## config.mk

```make
export PLATFORM = sky130hd
export DESIGN_NAME = alu_arbiter
export DESIGN_NICKNAME = d
export VERILOG_FILES = /design/src/rtl/alu_arbiter.sv
export SDC_FILE = /design/constraint.sdc
export NUM_CORES = 1
export LEC_CHECK = 0
export ABC_CLOCK_PERIOD_IN_PS = 2100
export CAP_MARGIN = 30
export CORE_ASPECT_RATIO = 0.6
export CORE_MARGIN = 10
export CORE_UTILIZATION = 38
export DETAILED_ROUTE_END_ITERATION = 7
export PLACE_DENSITY = 0.84
export SKIP_CTS_REPAIR_TIMING = 1
export SLEW_MARGIN = 20
export SYNTH_ARGS = -nofsm -noshare
export SYNTH_HDL_FRONTEND = slang
export SYNTH_SLANG_ARGS = --single-unit
```

## constraint.sdc

```tcl
create_clock -name clk -period 2.1 [get_ports clk]
set_input_delay 0.21 -clock clk [delete_from_list [all_inputs] [get_ports clk]]
set_output_delay 0.21 -clock clk [all_outputs]
set_load 0.1 [all_outputs]
```

## src/rtl/alu_arbiter.sv

```systemverilog
// Two-requester front end for one shared combinational ALU.
// Handshake rules: a request transfers when req_valid[i] and req_ready[i]
// are both high at a rising edge; a response transfers when rsp_valid and
// rsp_ready are both high at a rising edge. Every transfer uses this rule.
// The FSM walks IDLE -> EXEC -> RESP -> IDLE. It takes one operation at a
// time, so the best rate is one operation every three cycles.
module alu_arbiter #(
  parameter int W = 32
) (
  input  logic         clk,
  input  logic         reset,
  input  logic [1:0]   req_valid,
  output logic [1:0]   req_ready,
  input  logic [W-1:0] req0_a,
  input  logic [W-1:0] req0_b,
  input  logic [W-1:0] req1_a,
  input  logic [W-1:0] req1_b,
  input  logic [3:0]   req0_cmd,
  input  logic [3:0]   req1_cmd,
  output logic [W-1:0] alu_val1,
  output logic [W-1:0] alu_val2,
  output logic [3:0]   alu_cmd,
  input  logic [W-1:0] alu_out,
  input  logic         alu_zero,
  output logic         rsp_valid,
  input  logic         rsp_ready,
  output logic         rsp_id,
  output logic [W-1:0] rsp_data,
  output logic         rsp_zero,
  output logic         rsp_err,
  output logic [15:0]  op_count,
  output logic [1:0]   dbg_state
);

  typedef enum logic [1:0] {
    IDLE = 2'd0,
    EXEC = 2'd1,
    RESP = 2'd2
  } state_e;

  localparam logic [3:0] MAX_CMD = 4'd9;

  state_e       state_q, state_d;
  logic         last_q, last_d;
  logic [W-1:0] op_a_q, op_a_d;
  logic [W-1:0] op_b_q, op_b_d;
  logic [3:0]   op_cmd_q, op_cmd_d;
  logic         op_id_q, op_id_d;
  logic         rsp_valid_q, rsp_valid_d;
  logic         rsp_id_q, rsp_id_d;
  logic [W-1:0] rsp_data_q, rsp_data_d;
  logic         rsp_zero_q, rsp_zero_d;
  logic         rsp_err_q, rsp_err_d;
  logic [15:0]  op_count_q, op_count_d;

  logic grant_id;
  logic accept;
  logic cmd_illegal;

  // Round-robin grant: if both requesters are valid, the one not served last wins.
  // req_ready is held low while reset is high, so no request can transfer in a reset cycle.
  always_comb begin
    grant_id = 1'b0;
    if (req_valid == 2'b11) begin
      grant_id = ~last_q;
    end else if (req_valid[1]) begin
      grant_id = 1'b1;
    end
    req_ready = 2'b00;
    if ((state_q == IDLE) && !reset && (req_valid != 2'b00)) begin
      req_ready = grant_id ? 2'b10 : 2'b01;
    end
    accept = |(req_valid & req_ready);
  end

  // The shared ALU sees the latched operation only during EXEC; at all other times it sees zeros.
  always_comb begin
    alu_val1 = '0;
    alu_val2 = '0;
    alu_cmd  = 4'd0;
    if (state_q == EXEC) begin
      alu_val1 = op_a_q;
      alu_val2 = op_b_q;
      alu_cmd  = op_cmd_q;
    end
  end

  // Next-state and next-register values for the whole datapath.
  always_comb begin
    state_d     = state_q;
    last_d      = last_q;
    op_a_d      = op_a_q;
    op_b_d      = op_b_q;
    op_cmd_d    = op_cmd_q;
    op_id_d     = op_id_q;
    rsp_valid_d = rsp_valid_q;
    rsp_id_d    = rsp_id_q;
    rsp_data_d  = rsp_data_q;
    rsp_zero_d  = rsp_zero_q;
    rsp_err_d   = rsp_err_q;
    op_count_d  = op_count_q;
    cmd_illegal = (op_cmd_q > MAX_CMD);
    case (state_q)
      IDLE: begin
        if (accept) begin
          op_a_d   = grant_id ? req1_a   : req0_a;
          op_b_d   = grant_id ? req1_b   : req0_b;
          op_cmd_d = grant_id ? req1_cmd : req0_cmd;
          op_id_d  = grant_id;
          last_d   = grant_id;
          state_d  = EXEC;
        end
      end
      EXEC: begin
        // An illegal op code still spends its EXEC cycle, but the ALU result is discarded.
        rsp_err_d   = cmd_illegal;
        rsp_data_d  = cmd_illegal ? '0 : alu_out;
        rsp_zero_d  = cmd_illegal ? 1'b0 : alu_zero;
        rsp_id_d    = op_id_q;
        rsp_valid_d = 1'b1;
        state_d     = RESP;
      end
      RESP: begin
        if (rsp_ready) begin
          rsp_valid_d = 1'b0;
          op_count_d  = op_count_q + 16'd1;
          state_d     = IDLE;
        end
      end
      default: begin
        state_d = IDLE;
      end
    endcase
  end

  // State register with synchronous reset. Reset drops any pending response without counting it.
  always_ff @(posedge clk) begin
    if (reset) begin
      state_q     <= IDLE;
      last_q      <= 1'b1;
      op_a_q      <= '0;
      op_b_q      <= '0;
      op_cmd_q    <= 4'd0;
      op_id_q     <= 1'b0;
      rsp_valid_q <= 1'b0;
      rsp_id_q    <= 1'b0;
      rsp_data_q  <= '0;
      rsp_zero_q  <= 1'b0;
      rsp_err_q   <= 1'b0;
      op_count_q  <= 16'd0;
    end else begin
      state_q     <= state_d;
      last_q      <= last_d;
      op_a_q      <= op_a_d;
      op_b_q      <= op_b_d;
      op_cmd_q    <= op_cmd_d;
      op_id_q     <= op_id_d;
      rsp_valid_q <= rsp_valid_d;
      rsp_id_q    <= rsp_id_d;
      rsp_data_q  <= rsp_data_d;
      rsp_zero_q  <= rsp_zero_d;
      rsp_err_q   <= rsp_err_d;
      op_count_q  <= op_count_d;
    end
  end

  assign rsp_valid = rsp_valid_q;
  assign rsp_id    = rsp_id_q;
  assign rsp_data  = rsp_data_q;
  assign rsp_zero  = rsp_zero_q;
  assign rsp_err   = rsp_err_q;
  assign op_count  = op_count_q;
  assign dbg_state = state_q;

endmodule

```

==> metrics, run 1 <==
slowest stage delay, CP 0.38 ns; min-delay worst type in2reg; Remaining DRCs 0; worst r2r dst op_count[15]$_SDFFE_PP0P_; Mapped Cells 534; distinct cell type count after synthesis 35; Setup Skew 0.00977 ns; global-route wire length before repair 32300 um; Longest Clk Path Bufs 2; Reg2Reg Launch Point op_count[1]$_SDFFE_PP0P_; clock share of power 40.0%; Seq cells post-synth 124; synthesized netlist net count 709; Initial DRT Pass Iterations 7; CTS tree built; Pwr Density 778 nW/um^2; fin crit period 2.05 ns; CTS root buffer clkbuf_16; YS warnings 0; synthesis-to-finish area growth 89.5%; Most common cell on crit path buf_12; CTS sink cnt 124; total negative slack 0 ns; PortBufs 297; Most used DFF post-synth dfxtp_1; Slew @ Worst Pin 0.557 ns; final setup fails 0; vias in the first global route 5513; vias per cell 5.63; Rows 32; P_int 4970 uW; fmax 487 MHz; cts bufs inserted 17; die area 18100 um^2; Post-Syn Area 4950 um^2; post-synthesis sequential area ratio 50.2%; CTS H-Tree Depth 4; max-cap viol count 0; core footprint 12800 um^2; Total Routed Length 22500 um; Logic pwr share 24.5%; Cell Chain, Critical Path nor3_4 -> and3_2 -> buf_12 -> buf_12; final hold violation count 0; share of cells above drive strength 1 31.9%; DR vias 5600; io pins 298; Placed Cells 960; GRT Util Overall 22.3%; Initial Util 38.7%; worst setup path endpoint req_ready[1]; status complete, no violations; syn avg cell area 9.26 um^2; die width 167 um; clock latency on the worst-skew pair 0.40 ns; Worst Path Required 1.89 ns; Slew headroom 62.9%; Initial DRC Count 644; EDFF count, synth 0; Slew Limit Fails 0; sw frac 31.8%; reg-to-reg slack, setup 0.26 ns; die height 108 um; GP Congestion 0.908; Worst Path Arrival 1.84 ns; CP max FO 36; RSZ-0062 raised after global routing true; fin crit share 97.7%; WL/cell 22.6 um; Crit. End Element output port; pin count of the biggest net entering global routing 124; crit start category register; VDD IR max 0.444 mV; HPWL Detailed 16300 um; global route overflow 0; Placed Area 8720 um^2; CP Launch Point dbg_state[1]$_SDFFE_PP0P_; leakage power total 0.00374 uW; cell area after layout 9380 um^2; Psw 2320 uW; Flop pwr share 35.5%; commonest non-fill, non-tap cell in the layout clkdlybuf4s50_1; non-filler instance count after layout 995; ANT nets after route 0; Reg2Reg Depth 4; most frequent cells in the layout 172 x clkdlybuf4s50_1, 115 x nor2_1, 111 x dfxtp_1; critical path class reg2out; ys async rst share 0%; clock-pin slew on the worst setup and hold paths 0.06 ns; nets@finish 986; Critical-path top delay cell dfxtp_2; antenna violations before repair 1
## worst min-delay path by stage
stage	start	end	slack (ns)	depth (start not counted)
final	reset	op_b_q[15]$_SDFFE_PP0P_	0.37	3
after floorplan	alu_out[0]	rsp_data[0]$_SDFFE_PP0P_	0.36	2
after CTS	reset	op_count[2]$_SDFFE_PP0P_	0.37	3
after global placement	op_id_q$_SDFFE_PP0P_	rsp_id$_SDFFE_PP0P_	0.44	2
after global routing	reset	op_count[12]$_SDFFE_PP0P_	0.40	3
after detailed placement	op_id_q$_SDFFE_PP0P_	rsp_id$_SDFFE_PP0P_	0.45	2
## sequential cells by signal (all words and copies together), names as in the netlist
register	cells
op_cmd_q	4
op_b_q	32
rsp_err	1
rsp_data	32
op_a_q	32
rsp_zero	1
last_q	1
rsp_valid	1
op_id_q	1
op_count	16
rsp_id	1
dbg_state	2
## cell usage after synthesis, types with 5 or more instances
library cell / instances / share of area, %
a21oi_1: 7 / 0.71
a222oi_1: 68 / 14
a22oi_1: 33 / 5.0
and2_1: 68 / 8.6
buf_2: 5 / 0.51
clkbuf_1: 46 / 3.5
dfxtp_1: 124 / 50
inv_1: 5 / 0.38
nand2_1: 10 / 0.76
nor2_1: 116 / 8.8
nor3_1: 5 / 0.51
xnor2_1: 8 / 1.4
## per-layer routing
metal | wire (um) | track usage (%)
met2 | 11300 | 38.4
met1 | 8440 | 25.0
met5 | 0 | 0
met3 | 2590 | 10.2
met4 | 166 | 4.89
## logic make-up after synthesis
family,count (synthesis),synth area share [%]
XOR/XNOR,11,1.95
multiplexers,1,0.228
AO/OA/AOI/OAI,117,20.7
adder cells (fa/ha/maj),1,0.253
AND/OR/NAND/NOR,222,21.8
flip-flops,124,50.2
buffers and inverters,58,4.88
## area by class of cell
type	count	area (um^2)
antenna	1	2.50
clock buffer	17	425
clock inverter	15	163
fill	886	3400
inverter	5	18.8
multi-input combinational	352	2340
sequential	124	2500
tap	170	213
timing repair buffer	311	3710
## metrics by stage
step / hold WS [ns] / setup slack, ns / power (uW) / utilization [%]
after global placement: 0.441 / 0.151 / 4340 / 68.3
after global routing: 0.395 / -0.0406 / 7540 / 73.4
after floorplan: 0.358 / 0.0140 / 3660 / -
after detailed placement: 0.452 / 0.117 / 4390 / 68.3
final: 0.371 / 0.0479 / 7290 / 73.4
after CTS: 0.375 / -0.243 / 7310 / 72.9
## power by group through the flow
stage               Sequential (uW)  Combinational (uW)  Clock, uW
floorplan                      2970                 687          0
global placement               2620                1720          0
detailed placement             2640                1760          0
CTS                            2590                1770       2960
global route                   2600                1860       3070
finish                         2590                1780       2920
## worst max-delay path, delay by kind of cell, from the launching register on
family	cells	cell delay, ns
buf+inv	2	0.45
flops	1	0.38
simple gates	2	0.59
No activity file was read; power rests on OpenSTA's default activity.
==> inputs of run 2 (changes only) <==
--- a/config.mk
+++ b/config.mk
@@ -10,6 +10,7 @@
 export CORE_ASPECT_RATIO = 0.6
 export CORE_MARGIN = 10
 export CORE_UTILIZATION = 38
+export CTS_CLUSTER_SIZE = 8
 export DETAILED_ROUTE_END_ITERATION = 7
 export PLACE_DENSITY = 0.84
 export SKIP_CTS_REPAIR_TIMING = 1
==> results of run 2 <==
Final layout, timing and power as in run 1 (identical DEF).
==> inputs of run 3 (changes only) <==
--- a/config.mk
+++ b/config.mk
@@ -5,15 +5,15 @@
 export SDC_FILE = /design/constraint.sdc
 export NUM_CORES = 1
 export LEC_CHECK = 0
+export ABC_AREA = 1
 export ABC_CLOCK_PERIOD_IN_PS = 2100
 export CAP_MARGIN = 30
 export CORE_ASPECT_RATIO = 0.6
 export CORE_MARGIN = 10
-export CORE_UTILIZATION = 38
+export CORE_UTILIZATION = 41
 export CTS_CLUSTER_SIZE = 8
 export DETAILED_ROUTE_END_ITERATION = 7
 export PLACE_DENSITY = 0.84
-export SKIP_CTS_REPAIR_TIMING = 1
 export SLEW_MARGIN = 20
 export SYNTH_ARGS = -nofsm -noshare
 export SYNTH_HDL_FRONTEND = slang
==> metrics, run 3 <==
Initial DRC Count 343 (was 644); GP Congestion 0.862 (was 0.908); hold path cells 3 (unchanged); EDFF count, synth 0 (unchanged); most frequent cells in the layout 442 x nand2_1, 172 x clkdlybuf4s50_1, 120 x dfxtp_1 (was 172 x clkdlybuf4s50_1, 115 x nor2_1, 111 x dfxtp_1); Critical-path top delay cell dfxtp_4 (was dfxtp_2); Pwr Density 699 nW/um^2 (was 778 nW/um^2); distinct cell type count after synthesis 24 (was 35); Worst Path Arrival 1.76 ns (was 1.84 ns); Slew headroom 63.8% (was 62.9%); global route overflow 0 (unchanged); final setup fails 0 (unchanged); FILL cells 1005 (was 886); GRT Util Overall 22.3% (about the same); non-filler instance count after layout 1448 (was 995); critical path class reg2out (unchanged); met1 usage 24.4% (was 25.0%); Placed Cells 1407 (was 960); die height 113 um (was 108 um); final worst slack 0.126 ns (was 0.0479 ns); Top Usage Layer GRT met2 (unchanged); Remaining DRCs 0 (unchanged); Setup Skew 0.0108 ns (was 0.00977 ns); fin crit period 1.97 ns (was 2.05 ns); ys async rst share 0% (unchanged); Hold Path Origin reset (unchanged); post-synthesis sequential area ratio 41.7% (was 50.2%); leading cell type by number of instances after synthesis nand2_1 (was dfxtp_1); synthesized netlist net count 1129 (was 709); Slew @ Worst Pin 0.544 ns (was 0.557 ns); Most used DFF post-synth dfxtp_1 (unchanged); status complete, no violations (unchanged); Rows 33 (was 32); VDD IR max 0.646 mV (was 0.444 mV); vias in the first global route 6603 (was 5513); reg-to-reg slack, setup 0.58 ns (was 0.26 ns); Crit. End Element output port (unchanged); Buf/Inv on CP 4 (was 2); Worst Path Required 1.89 ns (about the same); pre-CTS setup slack 0.322 ns (was 0.117 ns); Diodes inserted 0 (was 1); commonest non-fill, non-tap cell in the layout nand2_1 (was clkdlybuf4s50_1); cell area after layout 10800 um^2 (was 9380 um^2); io pins 298 (unchanged); ANT nets after route 0 (unchanged); WHS 0.150 ns (was 0.371 ns); Placed Area 10200 um^2 (was 8720 um^2); Initial Util 42.7% (was 38.7%); CTS tree built (unchanged); DR vias 6882 (was 5600); worst r2r dst op_count[12]$_SDFFE_PP0P_ (was op_count[15]$_SDFFE_PP0P_); Mapped Cells 954 (was 534); Total Routed Length 23700 um (was 22500 um); fmax 507 MHz (was 487 MHz); syn avg cell area 6.24 um^2 (was 9.26 um^2); Post-Syn Area 5950 um^2 (was 4950 um^2); Register Area 2490 um^2 (was 2500 um^2); CTS root buffer clkbuf_16 (unchanged); # hold bufs at CTS 0; global-route wire length before repair 35600 um (was 32300 um); HPWL Detailed 18100 um (was 16300 um); Synth area leaders dfxtp_1 42%, nand2_1 28%, a21oi_1 9.0% (was dfxtp_1 50%, a222oi_1 14%, nor2_1 8.8%); share of cells above drive strength 1 21.6% (was 31.9%); CP max FO 20 (was 36); WL/cell 16.4 um (was 22.6 um); cts bufs inserted 17 (unchanged); hold endpoint last_q$_SDFFE_PP1P_ (was op_b_q[15]$_SDFFE_PP0P_); clock-pin slew on the worst setup and hold paths 0.06 ns (about the same); vias per cell 4.75 (was 5.63); Longest Clk Path Bufs 2 (unchanged); RSZ-0062 raised after global routing false (was true); final hold violation count 0 (unchanged); total power 7580 uW (was 7290 uW); die width 176 um (was 167 um); clock latency on the worst-skew pair 0.40 ns (about the same); Reg2Reg Depth 6 (was 4); max-cap viol count 0 (unchanged); nets@finish 1418 (was 986); pin count of the biggest net entering global routing 111 (was 124); Top Family by Delay on Critical Path buffers and inverters (was simple AND/OR/NAND/NOR gates); CTS sink cnt 124 (unchanged); YS warnings 0 (unchanged); M3 GR Usage 9.13% (was 10.2%); CTS H-Tree Depth 4 (unchanged); multi-input gate area in the final layout 3360 um^2 (was 2340 um^2); fin crit share 94.0% (was 97.7%); Reg2Reg Launch Point op_count[0]$_SDFFE_PP0P_ (was op_count[1]$_SDFFE_PP0P_); die area 19900 um^2 (was 18100 um^2); Cell Chain, Critical Path inv_2 -> nor2_4 -> clkinv_8 -> buf_12 -> nor2_4 -> buf_12 (was nor3_4 -> and3_2 -> buf_12 -> buf_12); top cell type by total area after synthesis dfxtp_1 (unchanged); Initial DRT Pass Iterations 7 (unchanged); Seq cells post-synth 124 (unchanged); antenna violations before repair 0 (was 1); core footprint 13900 um^2 (was 12800 um^2); met2 Use GR 39.9% (was 38.4%); leakage power total 0.00435 uW (was 0.00374 uW); slowest stage delay, CP 0.35 ns (was 0.38 ns); Slew Limit Fails 0 (unchanged); min-delay worst type in2reg (unchanged); synthesis-to-finish area growth 82.3% (was 89.5%); crit start category register (unchanged); PortBufs 297 (unchanged); Commonest cells post-synth 442 x nand2_1, 124 x dfxtp_1, 107 x a21oi_1 (was 124 x dfxtp_1, 116 x nor2_1, 68 x a222oi_1, 68 x and2_1, 46 x clkbuf_1); Synth top area share 41.7% (was 50.2%)
==> run 3: per-layer routing <==
metal,vias to the layer above,share of wire [%]
li1,3470,-
met3,20,9.5
met5,-,0
met4,0,1.2
met1,3154,39
met2,238,50
==> run 3: timing repair <==
action | 4_1_cts | 5_1_grt
cloned | 0 | 1
setup endpoints to repair | 2 | 5
buffers inserted | 0 | 8
gates resized for setup | 1 | 1
==> run 3: logic make-up after synthesis <==
family	share of synthesized area [%]
xor+xnor	0.589
simple gates	36.6
fa+ha+maj	0.210
buf+inv	10.6
compound gates	10.3
flops	41.7
==> run 3: cell type report <==
| type | count | area share, % |
|---|---|---|
| repair buffers | 324 | 35.2 |
| multi-input cells | 685 | 30.9 |
| flip-flops and latches | 124 | 23.0 |
| clock buffers | 19 | 4.08 |
| inverters | 90 | 3.23 |
| well taps | 192 | 2.22 |
| clock inverters | 13 | 1.33 |
| repair inverters | 1 | 0.0808 |
==> run 3: worst min-delay path, cell delays in order <==
cell and delay, ns:
buf_4 0.10, inv_2 0.10, nand3_1 0.10
==> run 3: through the flow <==
| step | utilization, % | TNS [ns] |
|---|---|---|
| floorplan | - | -0.193 |
| global placement | 73.2 | 0 |
| detailed placement | 73.2 | 0 |
| CTS | 77.4 | 0 |
| global route | 77.9 | 0 |
| finish | 77.9 | 0 |
==> run 3: worst max-delay path by stage <==
stage | startpoint | endpoint | slack [ns] | cells past startpoint
5_1_grt | dbg_state[0]$_SDFFE_PP0P_ | alu_val1[15] | 0.04 | 6
3_3_place_gp | req_valid[0] | req_ready[1] | 0.33 | 6
3_5_place_dp | req_valid[0] | req_ready[1] | 0.32 | 6
4_1_cts | dbg_state[0]$_SDFFE_PP0P_ | alu_val2[15] | 0.06 | 6
6_report | dbg_state[0]$_SDFFE_PP0P_ | alu_val1[15] | 0.13 | 6
2_1_floorplan | dbg_state[0]$_SDFFE_PP0P_ | alu_val1[0] | -0.19 | 6
==> run 3: power breakdown <==
group / internal (uW) / switching [uW]
sequential: 2500 / 77.9
combinational: 755 / 1370
clock: 1790 / 1090
total: 5040 / 2540
